[config.mk]
export PLATFORM = sky130hd
export DESIGN_NAME = uart_frame_parser_flat
export DESIGN_NICKNAME = d
export VERILOG_FILES = /design/src/rtl/uart_pkg.sv /design/src/rtl/uart_frame_parser_if.sv /design/src/rtl/uart_frame_parser.sv /design/src/flat_wrapper.sv
export SDC_FILE = /design/constraint.sdc
export NUM_CORES = 1
export LEC_CHECK = 0
export CORE_UTILIZATION = 55
export DETAILED_ROUTE_END_ITERATION = 16
export PLACE_DENSITY = 0.82
export SETUP_SLACK_MARGIN = 0.2
export SLEW_MARGIN = 10
export SYNTH_ARGS = -nofsm -noshare
export SYNTH_HDL_FRONTEND = slang
export SYNTH_SLANG_ARGS = --single-unit
[constraint.sdc]
create_clock -name sclk_50M -period 2.7 [get_ports sclk_50M]
set_input_delay 0.81 -clock sclk_50M [delete_from_list [all_inputs] [get_ports sclk_50M]]
set_output_delay 0.81 -clock sclk_50M [all_outputs]
set_load 0.1 [all_outputs]
[src/rtl/uart_pkg.sv]
// Shared constants for the UART command-frame parser: FSM encoding, error
// codes and the default start-of-frame byte.
package uart_pkg;

  localparam logic [1:0] ST_IDLE    = 2'd0;
  localparam logic [1:0] ST_LEN     = 2'd1;
  localparam logic [1:0] ST_PAYLOAD = 2'd2;
  localparam logic [1:0] ST_CSUM    = 2'd3;

  localparam logic [1:0] ERR_LEN  = 2'd1;
  localparam logic [1:0] ERR_CSUM = 2'd2;
  localparam logic [1:0] ERR_TMO  = 2'd3;

  localparam logic [7:0] HEADER_DEF = 8'h55;

  // Running frame checksum: plain 8-bit sum, wraps modulo 256.
  function automatic logic [7:0] sum8(input logic [7:0] a, input logic [7:0] b);
    return a + b;
  endfunction

endpackage

[src/rtl/uart_frame_parser_if.sv]
// Byte-in / payload-and-status-out bundle between uart_rx and the frame parser.
interface uart_frame_parser_if;

  logic [7:0] rx_data;
  logic       done_flag;
  logic [7:0] pld_data;
  logic       pld_valid;
  logic       pld_last;
  logic [7:0] frame_len;
  logic       frame_ok;
  logic       frame_err;
  logic [1:0] err_code;

  modport master (
    output rx_data, done_flag,
    input  pld_data, pld_valid, pld_last, frame_len, frame_ok, frame_err, err_code
  );

  modport slave (
    input  rx_data, done_flag,
    output pld_data, pld_valid, pld_last, frame_len, frame_ok, frame_err, err_code
  );

endinterface

[src/rtl/uart_frame_parser.sv]
// Delimits HEADER, LEN, payload, CHECKSUM frames from a uart_rx byte stream,
// forwards payload bytes and ends every frame with one ok or error pulse.
module uart_frame_parser
  import uart_pkg::*;
#(
  parameter logic [7:0] HEADER      = HEADER_DEF,
  parameter int         MAX_LEN     = 16,
  parameter int         TIMEOUT_CYC = 100000,
  parameter int         CNT_W       = 17
) (
  input  logic              sclk_50M,
  input  logic              s_rst_n,
  uart_frame_parser_if.slave bus
);

  localparam logic [7:0]       MAX_LEN_B = 8'(MAX_LEN);
  localparam logic [CNT_W-1:0] TMO_LAST  = CNT_W'(TIMEOUT_CYC - 1);

  logic [1:0]       state;
  logic [7:0]       byte_cnt;
  logic [7:0]       sum;
  logic [CNT_W-1:0] tmo_cnt;

  logic [7:0] pld_data;
  logic       pld_valid;
  logic       pld_last;
  logic [7:0] frame_len;
  logic       frame_ok;
  logic       frame_err;
  logic [1:0] err_code;

  always_ff @(posedge sclk_50M or negedge s_rst_n) begin
    if (!s_rst_n) begin
      state     <= ST_IDLE;
      byte_cnt  <= '0;
      sum       <= '0;
      tmo_cnt   <= '0;
      pld_data  <= '0;
      pld_valid <= 1'b0;
      pld_last  <= 1'b0;
      frame_len <= '0;
      frame_ok  <= 1'b0;
      frame_err <= 1'b0;
      err_code  <= '0;
    end else begin
      pld_valid <= 1'b0;
      pld_last  <= 1'b0;
      frame_ok  <= 1'b0;
      frame_err <= 1'b0;

      // A received byte always takes priority over a timeout expiring in the same cycle.
      if (bus.done_flag) begin
        tmo_cnt <= '0;
        case (state)
          ST_IDLE: begin
            if (bus.rx_data == HEADER) state <= ST_LEN;
          end
          ST_LEN: begin
            if (bus.rx_data == 8'd0 || bus.rx_data > MAX_LEN_B) begin
              frame_err <= 1'b1;
              err_code  <= ERR_LEN;
              state     <= ST_IDLE;
            end else begin
              frame_len <= bus.rx_data;
              sum       <= bus.rx_data;
              byte_cnt  <= bus.rx_data;
              state     <= ST_PAYLOAD;
            end
          end
          ST_PAYLOAD: begin
            pld_data  <= bus.rx_data;
            pld_valid <= 1'b1;
            sum       <= sum8(sum, bus.rx_data);
            byte_cnt  <= byte_cnt - 8'd1;
            if (byte_cnt == 8'd1) begin
              pld_last <= 1'b1;
              state    <= ST_CSUM;
            end
          end
          default: begin
            if (bus.rx_data == sum) begin
              frame_ok <= 1'b1;
            end else begin
              frame_err <= 1'b1;
              err_code  <= ERR_CSUM;
            end
            state <= ST_IDLE;
          end
        endcase
      end else if (state == ST_IDLE) begin
        tmo_cnt <= '0;
      end else if (tmo_cnt == TMO_LAST) begin
        frame_err <= 1'b1;
        err_code  <= ERR_TMO;
        state     <= ST_IDLE;
        tmo_cnt   <= '0;
      end else begin
        tmo_cnt <= tmo_cnt + CNT_W'(1);
      end
    end
  end

  assign bus.pld_data  = pld_data;
  assign bus.pld_valid = pld_valid;
  assign bus.pld_last  = pld_last;
  assign bus.frame_len = frame_len;
  assign bus.frame_ok  = frame_ok;
  assign bus.frame_err = frame_err;
  assign bus.err_code  = err_code;

endmodule

[src/flat_wrapper.sv]
// flat-port wrapper written by rule: the top's interface ports become plain ports
module uart_frame_parser_flat import uart_pkg::*;
#(
  parameter logic [7:0] HEADER      = HEADER_DEF,
  parameter int         MAX_LEN     = 16,
  parameter int         TIMEOUT_CYC = 100000,
  parameter int         CNT_W       = 17
)
  (sclk_50M, s_rst_n, bus_rx_data, bus_done_flag, bus_pld_data, bus_pld_valid, bus_pld_last, bus_frame_len, bus_frame_ok, bus_frame_err, bus_err_code);
  uart_frame_parser_if bus_i ();
  input  logic sclk_50M;
  input  logic s_rst_n;
  input wire logic [$bits(bus_i.rx_data)-1:0] bus_rx_data;
  input wire logic [$bits(bus_i.done_flag)-1:0] bus_done_flag;
  output wire logic [$bits(bus_i.pld_data)-1:0] bus_pld_data;
  output wire logic [$bits(bus_i.pld_valid)-1:0] bus_pld_valid;
  output wire logic [$bits(bus_i.pld_last)-1:0] bus_pld_last;
  output wire logic [$bits(bus_i.frame_len)-1:0] bus_frame_len;
  output wire logic [$bits(bus_i.frame_ok)-1:0] bus_frame_ok;
  output wire logic [$bits(bus_i.frame_err)-1:0] bus_frame_err;
  output wire logic [$bits(bus_i.err_code)-1:0] bus_err_code;
  assign bus_i.rx_data = bus_rx_data;
  assign bus_i.done_flag = bus_done_flag;
  assign bus_pld_data = bus_i.pld_data;
  assign bus_pld_valid = bus_i.pld_valid;
  assign bus_pld_last = bus_i.pld_last;
  assign bus_frame_len = bus_i.frame_len;
  assign bus_frame_ok = bus_i.frame_ok;
  assign bus_frame_err = bus_i.frame_err;
  assign bus_err_code = bus_i.err_code;
  uart_frame_parser #(.HEADER(HEADER), .MAX_LEN(MAX_LEN), .TIMEOUT_CYC(TIMEOUT_CYC), .CNT_W(CNT_W)) u_core (.sclk_50M(sclk_50M), .s_rst_n(s_rst_n), .bus(bus_i));
endmodule
# Yosys cells after proc, flatten, opt, wreduce, memory -nomap -nowiden
# Cells that the tools add are included.
# Widths: inputs -> output; s select.
word_totals:
  memories: 0
  ff_bits: 57
  ramBits: 0
  mem_bits_ro: 0
  latchBits: 0
op_classes:
  shifts: 0
  multipliers: 0
  n_lt_le_gt_ge: 1
  n_bitwise: 1
  n_addsub: 3
  muxes: 33
  reduce_logical: 12
  div_mod_pow: 0
  n_eq_ne: 13
ops:
  columns: ["op", "count"]
  rows:
  - ["$mux 17", 3]
  - ["$pmux 8 s2", 2]
  - ["$mux 2", 11]
  - ["$add 17x1->17 const B", 1]
  - ["$eq 17x17->1 const B", 1]
  - ["$mux 1", 13]
  - ["$add 8x8->8", 1]
  - ["$eq 8x1->1 const B", 1]
  - ["$eq 8x7->1 const B", 1]
  - ["$eq 8x8->1", 1]
  - ["$gt 8x5->1 const B", 1]
  - ["$logic_not 8->1", 1]
  - ["$mux 8", 1]
  - ["$sub 8x1->8 const B", 1]
  - ["$ne 2x2->1 const B", 3]
  - ["$ne 3x2->1 const B", 2]
  - ["$pmux 2 s3", 1]
  - ["$reduce_and 3->1", 2]
  - ["$reduce_and 5->1", 1]
  - ["$pmux 2 s2", 1]
  - ["$reduce_and 4->1", 1]
  - ["$reduce_bool 2->1", 2]
  - ["$ne 3x3->1 const B", 1]
  - ["$reduce_or 3->1", 1]
  - ["other kinds (9)", 9]

# Logic depth before layout (Yosys ltp)
# Gate-level depths: netlist of the first run.
depth:
  ltp_word: 5
  ltp_mapped: 9
  mapped_depth_nobuf: 8

# Worst setup path after synthesis of the first run
# OpenSTA, ideal clock, no wires.
synth_path:
  path_type: "input-to-reg"
  start: "in bus_rx_data[2]"
  end: "reg u_core.sum[7]"
  t_arrival_ns: 2.209
  required_time_ns: 2.613
  setup_time_ns: 0.087
  setup_slack_ns: 0.404
  n_path_buf: 0
  path_stages: 6
  path_cell_list: "ha_1 -> o21ai_0 -> o211ai_1 -> and3_1 -> or4_1 -> o211ai_1"
synth_via:
  elab_chain_len: 4
synth_lines:
  columns: ["item", "line", "text"]
  rows:
  - ["start: declaration", "flat_wrapper.sv:13", "input wire logic [$bits(bus_i.rx_data)-1:0] bus_rx_data;"]
  - ["$gt 8x5->1 / $logic_not 8->1 (equally long branches)", "uart_frame_parser.sv:59", "if (bus.rx_data == 8'd0 || bus.rx_data > MAX_LEN_B) begin"]
  - ["$logic_or 1x1->1", "uart_frame_parser.sv:59", null]
  - ["$ne 2x2->1 (no source line)", null, null]
  - ["$reduce_and 3->1 (no source line)", null, null]
  - ["end signal: assignment", "uart_frame_parser.sv:65", "sum <= bus.rx_data;"]
  - ["end signal: assignment", "uart_frame_parser.sv:73", "sum <= sum8(sum, bus.rx_data);"]
  - ["end: declaration", "uart_frame_parser.sv:21", "logic [7:0] sum;"]
# Parallel ways exist; a longest one is shown, timed or not.
# A chain may end at the register's enable or synchronous reset.

# Worst setup path in the final report of the first run
layout_path:
  start: "in bus_rx_data[3]"
  end: "reg u_core.sum[7]"
# The elaborated chain is that of the path after synthesis.

==> results.md, run 1 <==
* Worst-path clk slew at 0.07 ns
* Crit path time final at 2.434 ns
* Synth top area cells: dfrtp_1 48%, nand2_1 5.7%, ha_1 4.2%, o21ai_0 3.9%, nor2_1 3.3%
* Post-synth top flop: dfrtp_1
* Crit path max fanout at 3
* Post-Synth Simple-Gate Area at approximately 23%
* Flip-flop and latch area at 0.001426 mm2
* Area delta synth->final at 30.06%
* Cell count after synthesis at roughly 300
* Adder-Cell Fraction of Synth Area at 4.911%
* Mapped Nets at 328
* Worst-margin pin slew at 0.3318 ns
* Setup Skew at between 0.007 and 0.008 ns
* Clock H-tree levels at 3
* Vias at 2545
* CTS root buffer: clkbuf_8
* Core area at 0.005140 mm2
* Post-synthesis mux area share at 2.202%
* Pin count of the biggest net entering global routing at 58
* First-pass GRT wire length at 11340 um
* Setup TNS at 0 ns
* Most frequent cells in the layout: 58 x buf_4, 57 x dfrtp_1, 45 x nand2_1
* R2R cell count at 7
* GP Congestion at about 0.92
* Dpl ws at -0.1704 ns
* Latest clock arrival within the worst-skew pair at approximately 0.34 ns
* Post-route DRC violation count at 0
* Critical path type: in -> reg
* R2R Path Start: u_core.sum[0]
* CTS buffer count at 9
* NumNets Final at 399
* Asr flop ratio synth at between 90% and 100%
* Reg2reg setup slack at 0.74 ns
* Xor-xnor portion of the synthesized cell area at 4.445%
* Routed WL per cell at between 15 and 20 um
* Pins Over Slew Limit at 0
* RSZ-0062 raised after global routing: yes
* Max_cap viols at 0
* Ys Warns at 0
* Die Ht at about 75 um
* CP required at 2.96 ns
* Final setup margin at 0.2656 ns
* Worst vdd ir at 0.3831 mV
* Dpl hpwl at a little under 5000 um
* Largest family of logic cells by synthesized area: simple AND/OR/NAND/NOR gates
* Power per Cell Area at about 600 mW/mm2
* Initial antenna violation count at 0
* Total Wirelength at 7161 um
* Mean post-synth cell area at approximately 9.7 um2
* Multi-input logic area at ~0.0015 mm2
* Leak pwr at approximately 1.8 nW
* CTS sink count at 57
* Number of global-route vias before repair at 2343
* Register area share after synthesis at 48.26%
* Layout cell share with drive strength beyond 1 at 26.44%
* Seq cells post-synth at 57
* Endpoints failing setup at 0
* Post-synthesis compound-gate area fraction at 13.84%
* Initial Utilization at 57.50%
* Commonest non-fill, non-tap cell in the layout: buf_4
* Hold WC Path Type: in -> async
* Post-Place Cells at 433
* Setup crit start: bus_rx_data[3]
* Power Total at 2.276 mW
* CTS tree: built
* EDFF count, synth at 0
* Achievable frequency at 0.4108 GHz
* Critical Path End: u_core.sum[7]
* Post-synth top area cell: dfrtp_1
* Die area at 0.005671 mm2
* Max transition margin at between 70% and 80%
* Worst r2r dst: u_core.sum[7]
* Global route overflow at 0
* Chip width at 75.31 um
* Final worst-path cycle share at between 90% and 100%
* IO buf count at 32
* Synthesized cell area at 0.002955 mm2
* Synth top area share at between 40% and 50%
* Post-route insts no fill at roughly 450
* Antenna Diode Count at 0
* DRT iter0 DRCs at 194
* Worst-case clock buffer depth at 2
* Startpoint Class: input port
* Status: complete, no violations
* Vias/cell at approximately 5.6
* Distinct cells, synth at 56
* CP arrival at 2.69 ns
* Final Hold Slack at 0.4539 ns
* Final number of hold-violating endpoints at 0
* FP Rows at 26
* Top Ports at 33
* Remaining antenna violation count at 0
* Pre-Repair DR Iteration Count at 4
* Gr usage total at 27.87%
* CP endpoint kind: register
* # fillers at 375
==> repair_timing <==
item                                    in CTS  in global routing
buffers inserted                             1                  2
endpoints found under the setup margin       3                 17
pin swaps                                    0                  3
hold buffers                                 0                  0
hold endpoints to repair                     0                  0
resized for setup                            1                 13
==> worst max-delay path, stage by stage <==
cell and delay (ns):
clkdlybuf4s50_1 0.46, ha_1 0.37, o21ai_2 0.09, o211ai_1 0.24, buf_4 0.15, a21oi_1 0.06, or4_1 0.40, o211ai_1 0.10
==> synthesized netlist by cell type (3+ instances only) <==
| cell type | number |
|---|---|
| a31oi_1 | 4 |
| nor2b_1 | 4 |
| o21ai_0 | 23 |
| or4_1 | 3 |
| nand3_1 | 14 |
| o211ai_1 | 4 |
| buf_2 | 5 |
| and2_1 | 5 |
| a21oi_1 | 11 |
| dfrtp_1 | 57 |
| nand2_1 | 45 |
| ha_1 | 10 |
| nand4_1 | 4 |
| mux2_2 | 4 |
| or3_1 | 5 |
| buf_4 | 3 |
| nand2b_1 | 4 |
| inv_1 | 10 |
| nor2_1 | 26 |
| xor2_1 | 10 |
| nor3_1 | 7 |
| a211o_1 | 3 |
| xnor2_1 | 5 |
==> through the flow <==
| step | cell area (um2) | util [%] |
|---|---|---|
| after detailed placement | 3523 | 68.55 |
| after global placement | 3523 | 68.55 |
| after global routing | 3844 | 74.78 |
| after floorplan | 2955 | - |
| final | 3844 | 74.78 |
| after CTS | 3746 | 72.88 |
==> final cells by class <==
cell class | count | share of cell area [%]
inverters | 10 | 0.9766
flip-flops and latches | 57 | 37.11
clock inverters | 4 | 1.302
multi-input cells | 229 | 39.06
repair buffers | 70 | 14.97
clock buffers | 12 | 4.297
well taps | 70 | 2.279
==> power by group <==
part           internal (mW)  switching [mW]  total (mW)
clock                  0.499           0.343       0.843
sequential             0.900          0.0447       0.944
combinational          0.192           0.297       0.489
==> registers in the layout, indices dropped and copies added, names as in the netlist <==
name	flops
u_core.tmo_cnt	17
u_core.bus.frame_len	8
u_core.bus.pld_data	8
u_core.sum	8
u_core.bus.frame_ok	1
u_core.bus.pld_valid	1
u_core.byte_cnt	8
u_core.bus.frame_err	1
u_core.bus.pld_last	1
u_core.bus.err_code	2
u_core.state	2
==> metal layers <==
metal  track usage (%)  vias to the layer above  wire length (um)
met2             40.97                       74              3369
met3             4.233                       15               335
li1                  -                     1224                 -
met5                 0                        -                 0
met1             40.35                     1232              3299
met4             13.99                        0               157
==> worst min path at each step <==
stage | startpoint | endpoint | slack [ns] | cells after the start
after floorplan | u_core.byte_cnt[5] | u_core.byte_cnt[5] | 0.45 | 1
after global placement | u_core.bus.pld_data[7] | u_core.bus.pld_data[7] | 0.46 | 2
after detailed placement | u_core.bus.pld_data[7] | u_core.bus.pld_data[7] | 0.47 | 2
after CTS | s_rst_n | u_core.bus.frame_ok | 0.47 | 2
after global routing | s_rst_n | u_core.bus.frame_len[5] | 0.50 | 2
final | s_rst_n | u_core.tmo_cnt[10] | 0.45 | 2
==> kinds of logic (layout without fill, tap and decap cells) <==
logic type                 after synthesis  count (layout)
adders and majority gates               11              11
xor gates and xnor gates                15              15
buffers and inverters                   20              96
AOI/OAI and AO/OA                       62              62
muxes                                    6               6
and+or+nand+nor                        135             135
DFF                                     57              57
Note: power is estimated with default switching activity, not from simulation.
==> inputs of run 2 (changes only) <==
--- a/config.mk
+++ b/config.mk
@@ -7,7 +7,7 @@
 export LEC_CHECK = 0
 export CORE_UTILIZATION = 55
 export DETAILED_ROUTE_END_ITERATION = 16
-export PLACE_DENSITY = 0.82
+export PLACE_DENSITY = 0.8
 export SETUP_SLACK_MARGIN = 0.2
 export SLEW_MARGIN = 10
 export SYNTH_ARGS = -nofsm -noshare
==> results.md, run 2 (synthesis results as in run 1) <==
* CP endpoint kind: register
* Chip width at 75.31 um
* Final Cell Area at 0.003799 mm2
* Pin count of the biggest net entering global routing at 58
* Max_cap viols at 0
* Comb pwr share at 21.1%
* RSZ-0062 raised after global routing: no
* Sw Share at 30.83%
* Setup crit start: bus_rx_data[2]
* NumNets Final at 400
* Antenna Diode Count at 0
* Die Ht at 75.31 um
* Vias at 2588
* Setup Skew at 0.007863 ns
* Pins Over Slew Limit at 0
* Remaining antenna violation count at 0
* Worst-case clock buffer depth at 2
* Hold WC Path Type: reg -> reg
* Startpoint Class: input port
* GP Congestion at 0.9829
* Crit path max fanout at 4
* Reg2reg setup slack at 0.76 ns
* First-pass GRT wire length at about 11000 um
* Global route overflow at 0
* CP arrival at 2.66 ns
* Largest register FFs at 17
* Dpl hpwl at between 4000 and 5000 um
* Reg power frac at 42.5%
* DRT iter0 DRCs at 244
* R2R Path Start: u_core.sum[1]
* Leak pwr at around 1.8 nW
* Worst-margin pin slew at 0.6997 ns
* IO buf count at 32
* Clock H-tree levels at 3
* Most frequent cells in the layout: 60 x buf_4, 57 x dfrtp_1, 45 x nand2_1
* Number of global-route vias before repair at approximately 2300
* Worst vdd ir at ~0.38 mV
* CP required at 2.92 ns
* CTS sink count at 57
* Area delta synth->final at 28.54%
* FP Rows at 26
* Critical path type: in -> reg
* Status: complete, no violations
* Die area at 0.005671 mm2
* Vias/cell at about 5.7
* Hold path startpoint: u_core.bus.pld_data[4]
* Max transition margin at ~53%
* CTS root buffer: clkbuf_8
* Post-route DRC violation count at 0
* Clock Power Share at between 30 and 40%
* Worst-path clk slew at roughly 0.07 ns
* Gr usage total at 26.24%
* Power per Cell Area at between 500 and 600 mW/mm2
* Pre-Repair DR Iteration Count at 5
* Crit path time final at approximately 2.4 ns
* Final number of hold-violating endpoints at 0
* Total Wirelength at ~7200 um
* Initial antenna violation count at 0
* Latest clock arrival within the worst-skew pair at 0.34 ns
* Commonest non-fill, non-tap cell in the layout: buf_4
* Initial Utilization at approximately 57%
* Power Internal at 1.528 mW
* CTS tree: built
* Net Switching at 681.3 uW
* Setup TNS at 0 ns
* Post-layout util at approximately 74%
* Layout cell share with drive strength beyond 1 at 26.89%
* Area after DPL at 0.003488 mm2
* Final worst-path cycle share at between 90% and 100%
* Core area at 0.005140 mm2
* Routed WL per cell at between 15 and 20 um
* Top Ports at 33
* Largest register by flop count: u_core.tmo_cnt
* CTS buffer count at 9
* Achievable frequency at 0.4101 GHz
* # fillers at approximately 410
* Endpoints failing setup at 0
run 2: area by class of cell:
cell class | count | area (um2) | area share (%)
clock inverter | 6 | 67.56 | 1.779
sequential | 57 | 1426 | 37.55
inverter | 10 | 37.54 | 0.9881
multi-input combinational | 230 | 1493 | 39.30
clock buffer | 10 | 137.6 | 3.623
timing repair buffer | 70 | 549.3 | 14.46
tap | 70 | 87.58 | 2.306
run 2: power by group through the flow:
stage	sequential [mW]	clock, mW	combinational [mW]
global placement	0.953	0	0.426
finish	0.939	0.805	0.466
CTS	0.937	0.818	0.445
detailed placement	0.953	0	0.431
global route	0.944	0.857	0.506
floorplan	1.05	0	0.174
run 2: per-stage QoR:
step	std cells	power (mW)	worst slack (ns)	hold WS (ns)
2_1_floorplan	306	1.219	0.4042	0.4484
3_3_place_gp	430	1.379	-0.1495	0.4615
3_5_place_dp	430	1.383	-0.2129	0.4659
4_1_cts	448	2.200	0.2094	0.4824
5_1_grt	453	2.306	0.1969	0.5086
6_report	453	2.210	0.2613	0.4770
run 2: routing by layer:
| layer | GRT usage (%) | part of all wire [%] | wire length, um | up-vias |
|---|---|---|---|---|
| met5 | 0 | 0 | 0 | - |
| met4 | 12.76 | 2.3 | 165 | 0 |
| met3 | 4.894 | 5.6 | 399 | 17 |
| met2 | 40.08 | 46 | 3307 | 87 |
| met1 | 36.21 | 46 | 3279 | 1246 |
| li1 | - | - | - | 1238 |
run 2: worst paths after layout:
path | cells after the start | endpoint
max reg2reg | 6 | u_core.sum[7]
max in group asynchronous | 2 | u_core.tmo_cnt[5]
min reg2reg | 2 | u_core.bus.pld_data[4]
min in group asynchronous | 2 | u_core.bus.err_code[0]
min | 2 | u_core.bus.pld_data[4]
max | 8 | u_core.bus.err_code[1]
run 2: repair_timing:
item / in CTS / in global routing
buffers inserted: 2 / 4
pin swaps: 1 / 5
gates cloned: 0 / 1
resized for setup: 5 / 11
hold buffers: 0 / 0
endpoints found under the setup margin: 3 / 8
run 2: critical path: stages:
cell and delay [ns]:
clkdlybuf4s50_1 0.50, ha_2 0.31, buf_4 0.15, nor4_2 0.22
nand3_1 0.18, buf_4 0.18, a31oi_1 0.20, o21ai_0 0.10
==> inputs of run 3 (changes only) <==
--- a/config.mk
+++ b/config.mk
@@ -5,9 +5,10 @@
 export SDC_FILE = /design/constraint.sdc
 export NUM_CORES = 1
 export LEC_CHECK = 0
-export CORE_UTILIZATION = 55
+export CORE_UTILIZATION = 50
 export DETAILED_ROUTE_END_ITERATION = 16
-export PLACE_DENSITY = 0.8
+export HOLD_SLACK_MARGIN = 0.06
+export PLACE_DENSITY = 0.74
 export SETUP_SLACK_MARGIN = 0.2
 export SLEW_MARGIN = 10
 export SYNTH_ARGS = -nofsm -noshare
==> results.md, run 3 (synthesis results as in run 1) <==
* Latest clock arrival within the worst-skew pair at 0.34 ns
* Worst path cell trace: clkdlybuf4s50_1 -> ha_2 -> a21oi_4 -> o211ai_1 -> and3_1 -> or4_1 -> o211ai_1
* Critical path buffers and inverters at 1
* CTS sink count at 57
* Remaining antenna violation count at 0
* Die Ht at around 79 um
* CTS tree: built
* GP Congestion at about 0.90
* Worst-margin pin slew at 0.5832 ns
* FP Rows at 27
* Area after DPL at 0.003553 mm2
* Power per Cell Area at approximately 590 mW/mm2
* Leak pwr at 1.808 nW
* Crit path max fanout at 4
* CP max stage cell: clkdlybuf4s50_1
* M1 wire length at roughly 3500 um
* Initial antenna violation count at 0
* Final number of hold-violating endpoints at 0
* NumNets Final at 402
* Endpoints failing setup at 0
* Gr usage total at 25.22%
* CTS buffer count at 9
* Final Cell Area at roughly 0.0039 mm2
* Pin count of the biggest net entering global routing at 35
* First-pass GRT wire length at 11860 um
* Antenna Diode Count at 0
* R2R Path Start: u_core.sum[0]
* Worst vdd ir at 0.4198 mV
* Post-route DRC violation count at 0
* Total Wirelength at 7184 um
* Met2 WL at 3387 um
* Max transition margin at between 60% and 70%
* Achievable frequency at 0.4045 GHz
* CP endpoint kind: register
* Highest routed layer: met4
* DR WL met3 at 190 um
* Largest register FFs at 17
* Max_cap viols at 0
* Chip width at 78.88 um
* Commonest non-fill, non-tap cell in the layout: buf_4
* CP arrival at 2.73 ns
* Most common cell on crit path: o211ai_1
* Hold-fix buffers, CTS at 0
* Largest register by flop count: u_core.tmo_cnt
* RSZ-0062 raised after global routing: no
* Status: complete, no violations
* Die area at ~0.0062 mm2
* Core area at around 0.0056 mm2
* IO buf count at 32
* DRT iter0 DRCs at 139
* Post-route insts no fill at 457
* CTS root buffer: clkbuf_8
* Routed WL per cell at approximately 16 um
* Cell family with most CP delay: simple AND/OR/NAND/NOR gates
* Clock H-tree levels at 3
* Initial Utilization at 52.70%
* Pre-Repair DR Iteration Count at 4
* Vias at 2467
* Crit path time final at 2.472 ns
* Pins Over Slew Limit at 0
* Final worst-path cycle share at 91.55%
* Layout cell share with drive strength beyond 1 at between 20 and 30%
* Most frequent cells in the layout: 61 x buf_4, 57 x dfrtp_1, 45 x nand2_1
* Worst-path clk slew at about 0.07 ns
* Worst r2r dst: u_core.sum[7]
* Hold WC Path Type: in -> async
* Power Total at 2.293 mW
* R2R cell count at 7
* Number of global-route vias before repair at approximately 2400
* Critical path type: in -> reg
* Final Hold Slack at 0.4638 ns
* Worst-case clock buffer depth at 2
* Setup TNS at 0 ns
* Vias/cell at 5.398
* Startpoint Class: input port
* Area delta synth->final at 31.08%
* Setup Skew at 0.009677 ns
* Max stage delay on crit path at ~0.50 ns
* Post-Place Cells at around 440
* CP required at just under 3 ns
* Global route overflow at 0
* Top Ports at 33
* Reg2reg setup slack at 0.76 ns
* Dpl hpwl at just over 5000 um
[run 3: cell count changes in the layout (fill, tap and decap cells not counted), moves of 2 or more]
cell | previous run | this run
buf_12 | 0 | 2
clkinv_2 | 1 | 3
clkinv_4 | 2 | 0
o21ai_2 | 1 | 3
[run 3: cell type report]
type / instances / area, um2
fill: 448 / 1734
multi-input combinational: 229 / 1515
sequential: 57 / 1426
clock inverter: 6 / 82.58
timing repair buffer: 73 / 594.3
inverter: 10 / 37.54
tap: 72 / 90.09
clock buffer: 10 / 127.6
[run 3: per-layer routing]
metal / track usage, % / vias to the layer above
li1: - / 1234
met1: 33.85 / 1185
met2: 39.91 / 39
met3: 4.023 / 9
met4: 12.00 / 0
met5: 0 / -
[run 3: worst reg2reg max path: stages (launching register included)]
cell and delay, ns:
dfrtp_1 0.39, ha_2 0.19, buf_4 0.14, a211oi_4 0.25, o211ai_1 0.14, and3_1 0.19, or4_1 0.47, o211ai_1 0.10
[run 3: how the worst max path moves through the flow]
stage,from,end,cells after the start
after floorplan,bus_rx_data[2],u_core.sum[7],6
after global placement,bus_rx_data[1],u_core.sum[6],8
after detailed placement,bus_rx_data[1],u_core.sum[6],8
after CTS,bus_rx_data[0],u_core.sum[6],9
after global routing,bus_rx_data[6],u_core.sum[7],7
final,bus_rx_data[6],u_core.sum[7],7
[run 3: timing repair]
item / in CTS / in global routing
setup endpoints to repair: 3 / 9
setup buffers: 3 / 1
gates resized for setup: 5 / 15
pin swaps: 1 / 4
[run 3: power breakdown]
| part | switching, mW | internal (mW) | total, mW |
|---|---|---|---|
| logic | 0.298 | 0.193 | 0.491 |
| clock network | 0.350 | 0.515 | 0.864 |
| registers | 0.0389 | 0.899 | 0.938 |
| total | 0.687 | 1.61 | 2.29 |
[run 3: through the flow]
stage          util [%]  setup slack [ns]
2_1_floorplan         -            0.4042
3_3_place_gp      63.36           -0.1753
3_5_place_dp      63.36           -0.2402
4_1_cts           67.67            0.2018
5_1_grt           69.08            0.1730
6_report          69.08            0.2281
